File: config.mk
export PLATFORM = sky130hd
export DESIGN_NAME = uart_rx
export DESIGN_NICKNAME = d
export VERILOG_FILES = /design/src/rtl/uart_rx.sv
export SDC_FILE = /design/constraint.sdc
export NUM_CORES = 1
export LEC_CHECK = 0
export CAP_MARGIN = 0
export CORE_MARGIN = 5
export CORE_UTILIZATION = 45
export DETAILED_ROUTE_END_ITERATION = 8
export GPL_ROUTABILITY_DRIVEN = 0
export PLACE_DENSITY = 0.71
export SLEW_MARGIN = 15
export SYNTH_ARGS = -nofsm -noshare
export SYNTH_HDL_FRONTEND = slang
export SYNTH_SLANG_ARGS = --single-unit
File: constraint.sdc
create_clock -name clk -period 1.5 [get_ports clk]
set_input_delay 0.3 -clock clk [delete_from_list [all_inputs] [get_ports clk]]
set_output_delay 0.3 -clock clk [all_outputs]
set_load 0.01 [all_outputs]
File: src/rtl/uart_rx.sv
// UART receiver: 2-flop synchronizer, oversampled bit timing with a 3-sample
// majority vote at mid-bit, optional even/odd parity and stop-bit checking.
module uart_rx #(
    parameter int DATA_WIDTH = 8,
    parameter int OVERSAMPLE = 8
) (
    input  logic                  clk,
    input  logic                  reset,
    input  logic                  RX_IN,
    input  logic                  PAR_EN,
    input  logic                  PAR_TYP,
    output logic [DATA_WIDTH-1:0] P_DATA,
    output logic                  DATA_VALID,
    output logic                  PAR_ERR,
    output logic                  STP_ERR,
    output logic                  Busy
);

    localparam int CW = (OVERSAMPLE > 1) ? $clog2(OVERSAMPLE) : 1;
    localparam int BW = (DATA_WIDTH > 1) ? $clog2(DATA_WIDTH) : 1;

    localparam logic [CW-1:0] EDGE_ONE  = CW'(1);
    localparam logic [CW-1:0] EDGE_LAST = CW'(OVERSAMPLE - 1);
    localparam logic [CW-1:0] EDGE_MLO  = CW'(OVERSAMPLE / 2 - 1);
    localparam logic [CW-1:0] EDGE_MID  = CW'(OVERSAMPLE / 2);
    localparam logic [CW-1:0] EDGE_MHI  = CW'(OVERSAMPLE / 2 + 1);
    localparam logic [BW-1:0] BIT_ONE   = BW'(1);
    localparam logic [BW-1:0] BIT_LAST  = BW'(DATA_WIDTH - 1);

    typedef enum logic [2:0] {
        IDLE   = 3'd0,
        START  = 3'd1,
        DATA   = 3'd2,
        PARITY = 3'd3,
        STOP   = 3'd4
    } state_t;

    state_t                  state;
    logic [CW-1:0]           edge_cnt;
    logic [BW-1:0]           bit_cnt;
    logic                    par_en_l;
    logic                    par_typ_l;
    logic                    par_fail;

    logic                    rx_p0;
    logic                    rx_p1;
    logic                    rx_s;
    logic                    samp_a;
    logic                    samp_b;
    logic                    voted;
    logic                    vote_edge;
    logic                    last_edge;
    logic [DATA_WIDTH-1:0]   shift_reg;

    function automatic logic maj3(input logic a, input logic b, input logic c);
        return (a & b) | (a & c) | (b & c);
    endfunction

    // Stage p0/p1: metastability synchronizer, idles high out of reset
    always_ff @(posedge clk or negedge reset) begin
        if (!reset) begin
            rx_p0 <= 1'b1;
            rx_p1 <= 1'b1;
        end else begin
            rx_p0 <= RX_IN;
            rx_p1 <= rx_p0;
        end
    end

    assign rx_s      = rx_p1;
    assign vote_edge = (edge_cnt == EDGE_MHI);
    assign last_edge = (edge_cnt == EDGE_LAST);
    assign voted     = maj3(samp_a, samp_b, rx_s);

    // Datapath: first two vote samples and the LSB-first shift register
    always_ff @(posedge clk) begin
        if (edge_cnt == EDGE_MLO) begin
            samp_a <= rx_s;
        end
        if (edge_cnt == EDGE_MID) begin
            samp_b <= rx_s;
        end
        if (state == DATA && vote_edge) begin
            shift_reg <= {voted, shift_reg[DATA_WIDTH-1:1]};
        end
    end

    // Frame control and registered strobes
    always_ff @(posedge clk or negedge reset) begin
        if (!reset) begin
            state      <= IDLE;
            edge_cnt   <= '0;
            bit_cnt    <= '0;
            par_en_l   <= 1'b0;
            par_typ_l  <= 1'b0;
            par_fail   <= 1'b0;
            P_DATA     <= '0;
            DATA_VALID <= 1'b0;
            PAR_ERR    <= 1'b0;
            STP_ERR    <= 1'b0;
            Busy       <= 1'b0;
        end else begin
            DATA_VALID <= 1'b0;
            PAR_ERR    <= 1'b0;
            STP_ERR    <= 1'b0;

            if (state != IDLE) begin
                edge_cnt <= last_edge ? '0 : edge_cnt + EDGE_ONE;
            end

            case (state)
                IDLE: begin
                    if (!rx_s) begin
                        // This edge is sample 0 of the start bit
                        state     <= START;
                        edge_cnt  <= EDGE_ONE;
                        bit_cnt   <= '0;
                        par_en_l  <= PAR_EN;
                        par_typ_l <= PAR_TYP;
                        par_fail  <= 1'b0;
                        Busy      <= 1'b1;
                    end
                end

                START: begin
                    if (vote_edge && voted) begin
                        state    <= IDLE;
                        edge_cnt <= '0;
                        Busy     <= 1'b0;
                    end else if (last_edge) begin
                        state <= DATA;
                    end
                end

                DATA: begin
                    if (last_edge) begin
                        if (bit_cnt == BIT_LAST) begin
                            bit_cnt <= '0;
                            state   <= par_en_l ? PARITY : STOP;
                        end else begin
                            bit_cnt <= bit_cnt + BIT_ONE;
                        end
                    end
                end

                PARITY: begin
                    if (vote_edge) begin
                        par_fail <= (voted != ((^shift_reg) ^ par_typ_l));
                    end
                    if (last_edge) begin
                        state <= STOP;
                    end
                end

                STOP: begin
                    // Resolve at mid stop bit: half a bit of slack for the next start
                    if (vote_edge) begin
                        state    <= IDLE;
                        edge_cnt <= '0;
                        Busy     <= 1'b0;
                        if (voted && !par_fail) begin
                            P_DATA     <= shift_reg;
                            DATA_VALID <= 1'b1;
                        end else begin
                            PAR_ERR <= par_fail;
                            STP_ERR <= !voted;
                        end
                    end
                end

                default: begin
                    state    <= IDLE;
                    edge_cnt <= '0;
                    Busy     <= 1'b0;
                end
            endcase
        end
    end

endmodule

==> results_dict.tcl, run 1 <==
set metrics [dict create \
    avgSynthCellArea_sq_um 12.0 \
    setup_ws_ps -199 \
    yosys_warnings 0 \
    outcome "finished with violations" \
    ir_worst_vdd_v 0.000932 \
    wl_met1_mm 1.38 \
    coreArea_sq_um 3420 \
    ys_ff_latch 36 \
    r2r_setup_slack_ps -200 \
    met2_length_mm 1.78 \
    routedWlPerCell_um 14.6 \
    start_util_pct 47.4 \
    p_leak_nw 1.07 \
    drive_above_1_share_pct 40.6 \
    synth_cells 135 \
    crit_type "reg2reg" \
    p_per_area_nw_per_um2 1650 \
    p_comb_share_pct 45.3 \
    clock_latency_ps 340 \
    grt_max_degree 27 \
    cp.required_ps 1730 \
    track_usage_pct 14.4 \
    die_h_um 70.0 \
    hold_path_class "in2async" \
    slew_viol_final 0 \
    synth_seq_area_share_pct 58.9 \
    clockPowerShare_pct 17.9 \
    critPathTopFamily "compound AO/OA/AOI/OAI gates" \
    vias 1157 \
    final-hold-violation-count 0 \
    die_area_sq_um 4900 \
    yosys_most_used_dff "dfrtp_1" \
    timing.critical_path.buf_inv 1 \
    wl_met3_um 150 \
    maxCapViolCount 0 \
    htreeDepth 2 \
    synth_nets 147 \
    highest_layer "met4" \
    power.share.switching_pct 33.6 \
    antenna_found_initial 0 \
    path_max_fanout 2 \
    synth_top_area_cell "dfrtp_1" \
    areaGrowthSynthToFinish_pct 38.6 \
    hpwl_mm 2.18 \
    startpoint "samp_a" \
    cts_hold_buffers 0 \
    clk_pin_slew_ps 110 \
    avgViaCountPerCell 4.97 \
    synth_cell_types 34 \
    max_freq_mhz 589 \
    p_seq_share_pct 36.8 \
    nFillCells 273 \
    io_pins 17 \
    relSlewSlack_pct 77.7 \
    cts_tree "done" \
    synth_area_leaders "dfrtp_1 (37%), edfxtp_1 (19%), mux2_2 (6.3%), ha_1 (5.4%), xnor2_1 (3.8%)" \
    r2r_end "edge_cnt[0]" \
    die_x_um 70.0 \
    rr_worst_depth 6 \
    synth_area_sq_um 1620 \
    r2r-start "samp_a" \
    grt_pass1_wl_mm 5.46 \
    cp-end-kind "flop" \
    p_int_mw 2.45 \
    antennaDiodeCount 0 \
    nNetsFinal 198 \
    clock_path_buffers 2 \
    drc 0 \
    critPathMaxStageDelay_ps 390 \
    cts_num_sinks 36 \
    clock_skew_ps 8.74 \
    cts_buffers 5 \
    synthArstFlopShare_pct 72.2 \
    rsz0062_at_grt "true" \
    period_minus_slack_ps 1700 \
    io_buffers 16 \
    tns_ps -1390 \
    clock-root-buffer "clkbuf_4" \
    tightest_slew_ps 335 \
    switching_power_mw 1.24 \
    first_pass_iters 4 \
    wl_mm 3.41 \
    slowest_stage "edfxtp_1" \
    yosysTopAreaCellShare_pct 37.1 \
    ant_nets 0 \
    core.rowCount 21 \
    crit_path_start_kind "flop" \
    drtIter0Drc 39 \
    power_mw 3.69 \
    overflow 0 \
    setup_viol 19 \
    fin_crit_sh_pct 113 \
    arrival_ps 1930 \
    grt_pass1_vias 1170 \
    worstPathCellList "maj3_4, a21boi_4, buf_6, o21ai_2, and2_4, o41ai_2" \
    synth-edff-count 10 \
    violations "setup timing" \
]
==> cell type report <==
type | count | area (sq um) | share of cell area (%)
Timing Repair Buffer | 47 | 393 | 17.5
Clock buffer | 6 | 41.3 | 1.84
Tap cell | 46 | 57.6 | 2.57
Multi-Input combinational cell | 85 | 721 | 32.1
Clock inverter | 2 | 35.0 | 1.56
Inverter | 11 | 41.3 | 1.84
Sequential cell | 36 | 955 | 42.6
==> worst max-delay path by stage <==
stage | endpoint | slack, ps | depth (start not counted)
detailed placement | state[0] | -160 | 7
global route | edge_cnt[0] | -260 | 8
finish | edge_cnt[0] | -200 | 6
global placement | state[0] | -90 | 6
CTS | edge_cnt[0] | -140 | 7
floorplan | state[0] | -70 | 6
==> Yosys cell counts (4+ instances only) <==
master and instances:
dfrtp_1 24, edfxtp_1 10, ha_1 7, inv_1 11, mux2_2 9, nand2_1 13, nand3_1 9, nor2_1 4
nor3_1 4, o21ai_0 6, xnor2_1 7
==> repair_timing <==
| item | CTS | global route |
|---|---|---|
| gates cloned | 1 | 0 |
| setup buffers | 5 | 1 |
| endpoints found under the setup margin | 28 | 19 |
| endpoints found under the hold margin | 0 | 0 |
| resized for setup | 21 | 18 |
| pin swaps | 8 | 10 |
==> layout by cell type, fill, tap and decap left out, types with 2 or more instances in the layout <==
master            n
and2_4            2
buf_4            27
buf_6             4
clkbuf_4          5
clkdlybuf4s50_1   4
dfrtp_1          23
dfstp_2           2
dlygate4sd2_1    12
edfxtp_1         10
ha_1              4
ha_2              2
inv_1            10
mux2_2            9
nand2_1          12
nand2b_1          2
nand3_1           7
nand3_2           2
nor2_1            3
nor2b_1           2
nor3_1            2
nor3_2            2
o21ai_0           3
o21ai_2           3
xnor2_1           6
xor2_1            2
==> cells by family after synthesis <==
kind of cell,share of synthesized area (%)
flip-flops,58.9
XOR/XNOR,4.87
AO/OA/AOI/OAI,7.73
adder cells (fa/ha/maj),6.26
AND/OR/NAND/NOR,12.4
multiplexers,6.26
buffers and inverters,3.63
==> metrics by stage <==
step	util (%)	worst slack (ps)	hold slack, ps	area, sq um	std cells
final	65.7	-199	327	2240	233
after global routing	65.7	-256	328	2240	233
after CTS	63.4	-142	325	2170	232
after detailed placement	59.3	-159	347	2020	218
after global placement	59.3	-90.0	346	2020	218
after floorplan	-	-71.6	4.41	1640	135
==> power groups by stage <==
| stage | Sequential, mW | Clock (mW) | Combinational (mW) |
|---|---|---|---|
| floorplan | 1.35 | 0 | 0.751 |
| global placement | 1.35 | 0 | 1.29 |
| detailed placement | 1.36 | 0 | 1.34 |
| CTS | 1.34 | 0.676 | 1.45 |
| global route | 1.39 | 0.726 | 1.82 |
| finish | 1.36 | 0.661 | 1.67 |
==> metal layers <==
metal	track usage, %	up-vias
li1	-	567
met2	23.2	24
met5	0	-
met1	17.0	559
met4	8.09	0
met3	4.73	7
Note: power is estimated with default switching activity, not from simulation.
==> inputs of run 2 (changes only) <==
CTS_BUF_LIST = sky130_fd_sc_hd__clkbuf_8   (was not set)
HOLD_SLACK_MARGIN = 0.1   (was not set)
==> run 2 against run 1 <==
Net effect: combinational power grew 4%; design area increased by 4.7%; global-route usage unchanged; power increased by 6.3%; sequential share of layout area shrank 1.9 points; largest cell class unchanged; utilization increased by 3.1 points; the run still ends with setup timing left.
==> results_dict.tcl, run 2 (synthesized netlist as in run 1, its figures left out) <==
set metrics [dict create \
    die_area_sq_um 4900 \
    antennaDiodeCount 0 \
    layout_common_cells "buf_4 (30), dfrtp_1 (23), nand2_1 (11), inv_1 (10), edfxtp_1 (10)" \
    io_pins 17 \
    slew_viol_final 0 \
    clock_skew_ps 3.25 \
    track_usage_pct 14.4 \
    path_max_fanout 4 \
    critPathMaxStageDelay_ps 460 \
    maxCapViolCount 0 \
    p_seq_share_pct 35.1 \
    hpwl_mm 2.18 \
    grt_pass1_wl_mm 5.42 \
    crit_type "reg2reg" \
    p_per_area_nw_per_um2 1670 \
    coreArea_sq_um 3420 \
    core.rowCount 21 \
    switching_power_mw 1.28 \
    timing.critical_path.buf_inv 1 \
    worstPathCellList "ha_4, and2_4, a21boi_4, buf_4, o21ai_2, and2_4, o41ai_2" \
    hold_path_class "reg2reg" \
    nNetsFinal 199 \
    setup_ws_ps -193 \
    rsz0062_at_grt "true" \
    clk_pin_slew_ps 60 \
    overflow 0 \
    clock-root-buffer "clkbuf_8" \
    clock_latency_ps 280 \
    p_int_mw 2.65 \
    crit_path_start_kind "flop" \
    clockPowerShare_pct 20.5 \
    wl_mm 3.43 \
    critPathTopFamily "compound AO/OA/AOI/OAI gates" \
    first_pass_iters 4 \
    instances_no_fill 234 \
    htreeDepth 2 \
    violations "setup timing" \
    clock_path_buffers 2 \
    die_h_um 70.0 \
    max_freq_mhz 591 \
    antenna_found_initial 0 \
    drc 0 \
    ir_worst_vdd_v 0.00107 \
    tightest_slew_ps 329 \
    placed_area_sq_um 2020 \
    place_inst 218 \
    setup_viol 17 \
    arrival_ps 1870 \
    die_x_um 70.0 \
    final-hold-violation-count 0 \
    fin_util_pct 68.8 \
    ant_nets 0 \
    cp-end-kind "flop" \
    vias 1164 \
    start_util_pct 47.4 \
    cts_buffers 5 \
    slowest_stage "dfrtp_2" \
    relSlewSlack_pct 78.1 \
    power.share.switching_pct 32.6 \
    hold_ws_ps 356 \
    fin_crit_sh_pct 113 \
    p_leak_nw 1.16 \
    avgViaCountPerCell 4.97 \
    p_comb_share_pct 44.3 \
    cp.required_ps 1680 \
    drtIter0Drc 28 \
    design_area_sq_um 2350 \
    routedWlPerCell_um 14.7 \
    cts_tree "done" \
    outcome "finished with violations" \
    drive_above_1_share_pct 42.0 \
    cts_num_sinks 36 \
    grt_pass1_vias 1154 \
    power_mw 3.93 \
    layout_commonest_cell "buf_4" \
    areaGrowthSynthToFinish_pct 45.1 \
    io_buffers 16 \
    path_common_cell "and2_4" \
    period_minus_slack_ps 1690 \
    grt_max_degree 27 \
]
==> run 2: changes by cell type in the layout (fill, tap and decap cells not counted), sizes merged <==
cell           previous run  this run
buf                      31        32
clkbuf                    6         5
clkdlybuf4s50             4         9
dlygate4sd2              12         0
dlymetal6s2s              0         7
inv                      11        12
==> run 2: area by class of cell <==
cell class / instances / area, sq um
inverters: 11 / 41.3
fillers: 250 / 1070
multi-input cells: 85 / 763
flip-flops and latches: 36 / 955
clock buffers: 5 / 68.8
repair buffers: 48 / 425
clock inverters: 3 / 38.8
well taps: 46 / 57.6
==> run 2: path summary, 6_finish.rpt <==
check / startpoint / end / slack (ps) / depth (start not counted)
max in group asynchronous: reset / rx_p0 / 810 / 2
min in group asynchronous: reset / DATA_VALID / 400 / 2
worst max-delay path: edge_cnt[0] / edge_cnt[0] / -190 / 7
worst min-delay path: rx_p0 / rx_p1 / 360 / 0
worst max register to register: edge_cnt[0] / edge_cnt[0] / -190 / 7
worst min register to register: rx_p0 / rx_p1 / 360 / 0
==> run 2: power groups by stage <==
stage          Combinational (mW)  Sequential (mW)  Clock (mW)
2_1_floorplan               0.751             1.35           0
3_3_place_gp                 1.29             1.35           0
3_5_place_dp                 1.34             1.36           0
4_1_cts                      1.49             1.35       0.828
5_1_grt                      1.90             1.41       0.877
6_report                     1.74             1.38       0.806
==> run 2: timing repair <==
action,4_1_cts,5_1_grt
setup endpoints to repair,16,26
pin swaps,8,13
hold buffers,0,0
cloned,1,0
buffers inserted,5,2
resized for setup,9,30
==> run 2: per-stage QoR <==
step / worst slack [ps] / setup TNS, ps
after detailed placement: -159 / -1610
after global placement: -90.0 / -814
after CTS: -135 / -1050
after floorplan: -71.6 / -146
after global routing: -276 / -2980
final: -193 / -1480
==> run 2: layer usage <==
metal  part of all wire, %  GRT usage [%]  vias up
li1                      -              -      569
met1                    41           17.0      567
met5                     0              0        -
met3                   3.8           5.45        8
met2                    53           23.1       20
met4                   2.6           7.23        0
